**src/rtl/pipe_ctrl_pkg.sv**
```systemverilog
// Shared definitions for the pipeline sequencer: stall vector layout, per-requester
// stall patterns, FSM state encodings and the priority merge of stall requests.
package pipe_ctrl_pkg;

  localparam int STALL_W = 6;

  typedef logic [STALL_W-1:0] stall_bus_t;

  // Bit order: [0]pc [1]if_id [2]id_ex [3]ex_mem [4]mem_wb [5]wb
  localparam stall_bus_t STALL_NONE   = 6'b000000;
  localparam stall_bus_t STALL_BY_IF  = 6'b000011;
  localparam stall_bus_t STALL_BY_ID  = 6'b000111;
  localparam stall_bus_t STALL_BY_EX  = 6'b001111;
  localparam stall_bus_t STALL_BY_MEM = 6'b011111;

  typedef enum logic [1:0] {
    PIPE_RUN   = 2'd0,
    PIPE_PEND  = 2'd1,
    PIPE_FLUSH = 2'd2
  } pipe_state_e;

  function automatic stall_bus_t stall_merge(input logic if_req, input logic id_req,
                                             input logic ex_req, input logic mem_req);
    stall_bus_t v;
    if (mem_req)     v = STALL_BY_MEM;
    else if (ex_req) v = STALL_BY_EX;
    else if (id_req) v = STALL_BY_ID;
    else if (if_req) v = STALL_BY_IF;
    else             v = STALL_NONE;
    return v;
  endfunction

endpackage

```
**src/rtl/pipe_ctrl_perf.sv**
```systemverilog
// Saturating stall-cycle and redirect-pulse counters; compiled only when
// PIPE_CTRL_PERF_EN is defined.
`ifdef PIPE_CTRL_PERF_EN
module pipe_ctrl_perf (
  input  logic        clk,
  input  logic        rst,
  input  logic        stall_any_i,
  input  logic        redirect_i,
  output logic [31:0] stall_cnt_o,
  output logic [31:0] flush_cnt_o
);

  logic [31:0] stall_cnt_q;
  logic [31:0] flush_cnt_q;

  always_ff @(posedge clk or posedge rst) begin
    if (rst) begin
      stall_cnt_q <= '0;
      flush_cnt_q <= '0;
    end else begin
      if (stall_any_i && (stall_cnt_q != '1)) stall_cnt_q <= stall_cnt_q + 32'd1;
      if (redirect_i && (flush_cnt_q != '1))  flush_cnt_q <= flush_cnt_q + 32'd1;
    end
  end

  assign stall_cnt_o = stall_cnt_q;
  assign flush_cnt_o = flush_cnt_q;

endmodule
`endif

```
**src/rtl/pipe_ctrl.sv**
```systemverilog
// Pipeline sequencer: merges stall requests, turns EX branches into PC redirect + flush,
// and replays a branch held back by a MEM stall. PIPE_CTRL_PERF_EN adds perf counters.
module pipe_ctrl
  import pipe_ctrl_pkg::*;
#(
  parameter int FLUSH_CYCLES = 1,
  parameter int CNT_W        = 2
) (
  input  logic               clk,
  input  logic               rst,
  input  logic               stallreq_if_i,
  input  logic               stallreq_id_i,
  input  logic               stallreq_ex_i,
  input  logic               stallreq_mem_i,
  input  logic               branch_flag_i,
  input  logic [31:0]        branch_target_i,
  output logic [STALL_W-1:0] stall_o,
  output logic               flush_o,
  output logic               new_pc_valid_o,
  output logic [31:0]        new_pc_o
`ifdef PIPE_CTRL_PERF_EN
  ,
  output logic [31:0]        stall_cnt_o,
  output logic [31:0]        flush_cnt_o
`endif
);

  localparam logic [CNT_W-1:0] CNT_LOAD = CNT_W'(FLUSH_CYCLES - 1);
  localparam logic [CNT_W-1:0] CNT_ONE  = CNT_W'(1);

  pipe_state_e      state_q, state_d;
  logic [CNT_W-1:0] cnt_q, cnt_d;
  logic [31:0]      pend_pc_q, pend_pc_d;
  logic [31:0]      last_pc_q;
  logic             last_vld_q;
  logic             redirect;
  logic             flush;
  logic             dup_branch;
  logic [31:0]      redirect_pc;
  stall_bus_t       stall_raw;

  // A branch repeating the target pulsed last cycle is a duplicate and is dropped.
  assign dup_branch = last_vld_q && (branch_target_i == last_pc_q);

  always_comb begin
    state_d     = state_q;
    cnt_d       = cnt_q;
    pend_pc_d   = pend_pc_q;
    redirect    = 1'b0;
    flush       = 1'b0;
    redirect_pc = branch_target_i;
    case (state_q)
      PIPE_RUN, PIPE_FLUSH: begin
        flush = (state_q == PIPE_FLUSH);
        if (branch_flag_i && !dup_branch && !stallreq_mem_i) begin
          redirect = 1'b1;
        end else if (branch_flag_i && !dup_branch) begin
          pend_pc_d = branch_target_i;
          state_d   = PIPE_PEND;
        end else if ((state_q == PIPE_FLUSH) && !stallreq_mem_i) begin
          if (cnt_q <= CNT_ONE) begin
            cnt_d   = '0;
            state_d = PIPE_RUN;
          end else begin
            cnt_d = cnt_q - CNT_ONE;
          end
        end
      end
      PIPE_PEND: begin
        if (!stallreq_mem_i) begin
          redirect    = 1'b1;
          redirect_pc = pend_pc_q;
          pend_pc_d   = '0;
        end
      end
      default: state_d = PIPE_RUN;
    endcase
    if (redirect) begin
      flush   = 1'b1;
      cnt_d   = CNT_LOAD;
      state_d = (CNT_LOAD != '0) ? PIPE_FLUSH : PIPE_RUN;
    end
  end

  always_ff @(posedge clk or posedge rst) begin
    if (rst) begin
      state_q    <= PIPE_RUN;
      cnt_q      <= '0;
      pend_pc_q  <= '0;
      last_vld_q <= 1'b0;
      last_pc_q  <= '0;
    end else begin
      state_q    <= state_d;
      cnt_q      <= cnt_d;
      pend_pc_q  <= pend_pc_d;
      last_vld_q <= redirect;
      last_pc_q  <= redirect_pc;
    end
  end

  // IF/ID holds are dropped while flushing so the flushed slots become bubbles.
  assign stall_raw = stall_merge(stallreq_if_i & ~flush, stallreq_id_i & ~flush,
                                 stallreq_ex_i, stallreq_mem_i);

  assign stall_o        = rst ? STALL_NONE : stall_raw;
  assign flush_o        = flush & ~rst;
  assign new_pc_valid_o = redirect & ~rst;
  assign new_pc_o       = (redirect && !rst) ? redirect_pc : 32'd0;

`ifdef PIPE_CTRL_PERF_EN
  pipe_ctrl_perf u_perf (
    .clk         (clk),
    .rst         (rst),
    .stall_any_i (|stall_o),
    .redirect_i  (new_pc_valid_o),
    .stall_cnt_o (stall_cnt_o),
    .flush_cnt_o (flush_cnt_o)
  );
`endif

endmodule

```
**config.mk**
```make
export PLATFORM = sky130hd
export DESIGN_NAME = pipe_ctrl
export DESIGN_NICKNAME = d
export VERILOG_FILES = /design/src/rtl/pipe_ctrl_pkg.sv /design/src/rtl/pipe_ctrl_perf.sv /design/src/rtl/pipe_ctrl.sv
export SDC_FILE = /design/constraint.sdc
export NUM_CORES = 1
export LEC_CHECK = 0
export ABC_AREA = 0
export BUFFER_PORTS_ARGS = -buffer_cell sky130_fd_sc_hd__clkbuf_2
export CORE_ASPECT_RATIO = 1.75
export CORE_MARGIN = 2
export CORE_UTILIZATION = 45
export DETAILED_ROUTE_END_ITERATION = 7
export PLACE_DENSITY = 0.71
export SLEW_MARGIN = 30
export SYNTH_ARGS = -nofsm -noshare
export SYNTH_HDL_FRONTEND = slang
export SYNTH_SLANG_ARGS = --single-unit
```
**constraint.sdc**
```tcl
create_clock -name clk -period 6.6 [get_ports clk]
set_clock_uncertainty 0.1 [all_clocks]
set_input_delay 0.66 -clock clk [delete_from_list [all_inputs] [get_ports clk]]
set_output_delay 0.66 -clock clk [all_outputs]
set_load 0.1 [all_outputs]
```
==> impl_metrics.env, run 1 <==
export IMPL_status="finished, final reports clean"
export IMPL_synth_top_area_cell="dfrtp_1"
export IMPL_firstDrtPassIters=4
export IMPL_finalSetupViolations=0
export IMPL_insertion_delay_ps=330
export IMPL_cap_violations=0
export IMPL_first_iter_violations=96
export IMPL_overflow=0
export IMPL_final_area_mm2=0.00398
export IMPL_first_global_vias=2178
export IMPL_synth_area_leaders="dfrtp_1 51%, mux2_2 11%, a32o_1 9.5%"
export IMPL_cts_tree="built"
export IMPL_r2r_cells=6
export IMPL_synth_compound_area_share=0.113
export IMPL_numCtsBuffers=9
export IMPL_synth_area_per_cell_um2=12.3
export IMPL_finalSetupTns_ps=0
export IMPL_most_common_layout_cells="77 x clkbuf_2, 66 x dfrtp_1, 32 x mux2_2, 32 x nor2b_1, 31 x a32o_1"
export IMPL_worstMarginPinSlew_ps=933
export IMPL_power_density_mw_per_mm2=309
export IMPL_drtAntennaViolNets=0
export IMPL_wl_mm=7.58
export IMPL_fillers=644
export IMPL_nets=376
export IMPL_ioPinCount=79
export IMPL_synthXorXnorAreaFrac=0.0753
export IMPL_die_area_mm2=0.00796
export IMPL_place_ws_ps=1760
export IMPL_end_kind="primary output"
export IMPL_worst_hold_path_endpoint="pend_pc_q[11]"
export IMPL_syn_area_mm2=0.00326
export IMPL_fin_crit_ps=4730
export IMPL_post_route_util=0.558
export IMPL_r2r_end="pend_pc_q[3]"
export IMPL_synth_area_mux_share=0.111
export IMPL_ys_types=30
export IMPL_post_drt_wl_per_cell_um=17.7
export IMPL_worstPathRequired_ps=5840
export IMPL_syn_inst=265
export IMPL_final_common_cell="clkbuf_2"
export IMPL_cts_htree_levels=3
export IMPL_ys_warnings_count=0
export IMPL_syn_to_final_growth_pct=22.1
export IMPL_route_detailed_drc=0
export IMPL_grt_pass1_wl_mm=11.3
export IMPL_vias_per_cell=5.52
export IMPL_worst_r2r_startpoint="last_pc_q[5]"
export IMPL_fmax_mhz=211
export IMPL_synth_top_family_by_area="simple AND/OR/NAND/NOR gates"
export IMPL_yosys_area_share_adder=0
export IMPL_dpl_hpwl_mm=5.22
export IMPL_ctsHoldBuffers=0
export IMPL_rsz0062_at_grt="false"
export IMPL_finalCritPeriodShare=0.717
export IMPL_min_delay_path_depth=1
export IMPL_final_max_slew_viol_count=0
export IMPL_path_max_fanout=37
export IMPL_cts_resized=0
export IMPL_grt_use_total=0.202
export IMPL_die_h_um=117
export IMPL_min_path_type="register to register"
export IMPL_finalPower_mw=1.23
export IMPL_path_class="input pin to primary output"
export IMPL_syn_num_nets=304
export IMPL_cts_setup_buffers=0
export IMPL_cts_num_sinks=66
export IMPL_r2r_setup_slack_ps=3890
export IMPL_layout_setup_ws_ps=1870
export IMPL_io_buffers=77
export IMPL_cts_root_buf="clkbuf_16"
export IMPL_cts_path_max_buffers=2
export IMPL_die_w_um=68.3
export IMPL_core_area_mm2=0.00713
export IMPL_grt_max_degree=67
export IMPL_yosysSeqAreaShare=0.507
export IMPL_worstHoldStart="pend_pc_q[11]"
export IMPL_vdd_ir_drop_max_v=0.000176
export IMPL_p_leak_nw=1.80
export IMPL_start_util=0.457
export IMPL_insertedDiodeCount=0
export IMPL_final_layout_size_suffix_gt1_frac=0.406
export IMPL_synth_seq_cells=66
export IMPL_num_rows=41
export IMPL_crit_arrival_ps=3970
export IMPL_synth_top_cell_area_share=0.507
export IMPL_routed_via_count=2363
export IMPL_antenna_found_initial=0
export IMPL_gp_congestion=0.773
export IMPL_cts_clk_slew_worst_paths_ps=50
export IMPL_start_kind="input pin"
export IMPL_place_area_mm2=0.00366
export IMPL_slew_headroom=0.377
export IMPL_yosys_area_share_simple=0.150
export IMPL_startpoint="branch_target_i[5]"
export IMPL_finalHoldViolations=0
## logic make-up (layout without fill, tap and decap cells)
| logic type | count (synthesis) | count (layout) |
|---|---|---|
| mux | 32 | 32 |
| other cells | 1 | 1 |
| flops | 66 | 66 |
| simple gates | 78 | 78 |
| compound gates | 37 | 37 |
| xor+xnor | 28 | 28 |
| buf+inv | 23 | 100 |
## synth_stat cells, drive strengths merged
cell type,instances
conb,1
nor2b,33
a21oi,1
nand2,6
a31o,1
inv,3
xnor2,24
nand3,4
xor2,4
a31oi,1
mux2,32
nand4,10
dfrtp,66
nor3b,1
buf,16
nor4b,1
nand2b,8
o21ai,2
nor3,4
nor4,4
or3,1
a32o,32
clkbuf,4
nor2,6
## area by class of cell
type,count,area (um^2),area share
clock buffer,10,239,0.0601
timing repair buffer,81,415,0.104
inverter,3,11.3,0.00283
sequential,66,1650,0.415
multi-input combinational,176,1470,0.370
tap,86,108,0.0271
clock inverter,6,80.1,0.0201
## worst max-delay path, stage by stage
cell,delay (ps)
clkbuf_2,110
xnor2_1,290
nand4_1,270
nor4_4,390
nand4_4,530
o21ai_2,920
buf_4,330
inv_1,70
clkbuf_2,370
## worst max path at each step
stage,endpoint
2_1_floorplan,stall_o[2]
3_3_place_gp,flush_o
3_5_place_dp,new_pc_valid_o
4_1_cts,new_pc_valid_o
5_1_grt,new_pc_valid_o
6_report,flush_o
## routing by layer
metal / vias up / global-route usage / wire, um
met3: 8 / 0.0424 / 359
met5: - / 0 / 0
met1: 1189 / 0.234 / 2810
li1: 1101 / - / -
met2: 65 / 0.348 / 4280
met4: 0 / 0.0933 / 124
## metrics by stage
stage	cells	hold slack (ps)
final	428	382
after global routing	428	395
after CTS	428	387
after detailed placement	412	375
after global placement	412	367
after floorplan	265	360
## registers in the layout, indices dropped and copies added, names as in the netlist
| name | cells |
|---|---|
| last_pc_q | 32 |
| last_vld_q | 1 |
| pend_pc_q | 32 |
| state_q | 1 |
## power by group
group / internal, mW / switching [mW] / total (mW)
registers: 0.450 / 0.0221 / 0.472
logic: 0.0836 / 0.170 / 0.254
clock network: 0.338 / 0.167 / 0.505
No activity file was read; power rests on OpenSTA's default activity.
==> inputs of run 2 (changes only) <==
==> constraint.sdc (replaced) <==
create_clock -name clk -period 4.54 [get_ports clk]
set_clock_uncertainty 0.1 [all_clocks]
set_input_delay 0.454 -clock clk [delete_from_list [all_inputs] [get_ports clk]]
set_output_delay 0.454 -clock clk [all_outputs]
set_load 0.1 [all_outputs]
==> impl_metrics.env, run 2 (synthesis results as in run 1) <==
export IMPL_status="finished, final reports clean"
export IMPL_gp_congestion=0.896
export IMPL_io_buffers=77
export IMPL_wl_mm=7.56
export IMPL_worstPathRequired_ps=3990
export IMPL_cap_violations=0
export IMPL_start_kind="register"
export IMPL_drtAntennaViolNets=0
export IMPL_core_area_mm2=0.00713
export IMPL_syn_to_final_growth_pct=22.5
export IMPL_vdd_ir_drop_max_v=0.000234
export IMPL_ioPinCount=79
export IMPL_reg_top3="last_pc_q (32), pend_pc_q (32)"
export IMPL_crit_arrival_ps=2870
export IMPL_end_kind="primary output"
export IMPL_finalPower_mw=1.74
export IMPL_fillers=617
export IMPL_final_max_slew_viol_count=0
export IMPL_nets=379
export IMPL_num_rows=41
export IMPL_cts_htree_levels=3
export IMPL_cts_root_buf="clkbuf_16"
export IMPL_slew_headroom=0.405
export IMPL_path_max_fanout=36
export IMPL_die_h_um=117
export IMPL_fmax_mhz=292
export IMPL_antenna_found_initial=0
export IMPL_insertion_delay_ps=330
export IMPL_worstMarginPinSlew_ps=891
export IMPL_start_util=0.457
export IMPL_finalCritPeriodShare=0.755
export IMPL_firstDrtPassIters=4
export IMPL_seq_area_mm2=0.00165
export IMPL_min_path_type="input pin to register"
export IMPL_finalSetupViolations=0
export IMPL_die_area_mm2=0.00796
export IMPL_cp_top_family="simple AND/OR/NAND/NOR gates"
export IMPL_path_class="register to primary output"
export IMPL_multi_input_comb_area_mm2=0.00148
export IMPL_ctsHoldBuffers=0
export IMPL_grt_max_degree=67
export IMPL_vias_per_cell=5.55
export IMPL_power_density_mw_per_mm2=436
export IMPL_routed_via_count=2394
export IMPL_die_w_um=68.3
export IMPL_final_layout_size_suffix_gt1_frac=0.409
export IMPL_cts_clk_slew_worst_paths_ps=50
export IMPL_crit_path_max_incr_delay_ps=450
export IMPL_finalSetupTns_ps=0
export IMPL_most_common_layout_cells="77 x clkbuf_2, 66 x dfrtp_1, 32 x mux2_2, 32 x nor2b_1, 31 x a32o_1"
export IMPL_insertedDiodeCount=0
export IMPL_cts_path_max_buffers=2
export IMPL_first_global_vias=2337
export IMPL_grt_pass1_wl_mm=11.6
export IMPL_first_iter_violations=117
export IMPL_post_drt_wl_per_cell_um=17.5
export IMPL_critical_path_slowest_cell="clkbuf_2"
export IMPL_numCtsBuffers=9
export IMPL_rsz0062_at_grt="false"
export IMPL_cts_num_sinks=66
export IMPL_grt_use_total=0.205
export IMPL_cts_tree="built"
export IMPL_dpl_hpwl_mm=5.41
export IMPL_final_common_cell="clkbuf_2"
export IMPL_cts_setup_buffers=0
export IMPL_fin_crit_ps=3430
export IMPL_route_detailed_drc=0
export IMPL_path_cells="xnor2_1, nand4_1, nor4_4, nand4_4, buf_4, nor4_1, or3_1, clkbuf_2"
export IMPL_cts_resized=0
export IMPL_finalHoldViolations=0
export IMPL_p_leak_nw=1.81
export IMPL_worst_path_buf_inv=2
export IMPL_overflow=0
## run 2: layout make-up
type	instances	area share
Multi-Input combinational cell	176	0.370
Clock buffer	15	0.0747
Timing Repair Buffer	84	0.110
Tap cell	86	0.0270
Sequential cell	66	0.414
Inverter	3	0.00282
Clock inverter	1	0.00125
## run 2: per-layer routing
layer,up-vias,GRT usage,wire [um]
met1,1204,0.232,2810
met3,16,0.0385,313
li1,1106,-,-
met2,68,0.349,4160
met4,0,0.125,277
met5,-,0,0
## run 2: worst paths after layout
| path | slack (ps) | cells past startpoint | startpoint | endpoint |
|---|---|---|---|---|
| min in group asynchronous | 340 | 3 | rst | state_q[0] |
| worst max register to register | 1940 | 6 | last_pc_q[29] | pend_pc_q[26] |
| worst max-delay path | 1110 | 8 | last_pc_q[29] | stall_o[0] |
| max in group asynchronous | 3490 | 3 | rst | pend_pc_q[1] |
| worst min-delay path | 310 | 3 | branch_flag_i | state_q[0] |
| worst min register to register | 380 | 1 | pend_pc_q[11] | pend_pc_q[11] |
## run 2: power by group
group / total [mW] / switching (mW) / internal [mW] / leakage, nW
sequential: 0.686 / 0.0326 / 0.654 / 0.826
combinational: 0.372 / 0.248 / 0.123 / 0.830
clock: 0.681 / 0.237 / 0.443 / 0.152
## run 2: metrics by stage
step | setup WS [ps] | hold slack, ps | util | cell area, um^2 | instances
4_1_cts | 1060 | 307 | 0.559 | 3980 | 431
2_1_floorplan | 368 | 360 | - | 3260 | 265
3_5_place_dp | 1180 | 376 | 0.516 | 3680 | 415
6_report | 1110 | 312 | 0.559 | 3990 | 431
5_1_grt | 952 | 330 | 0.559 | 3990 | 431
3_3_place_gp | 1240 | 368 | 0.516 | 3680 | 415
## run 2: tightest hold or removal path: stages
cell      delay, ps
clkbuf_2        130
nand3_1          80
nand2_1          40
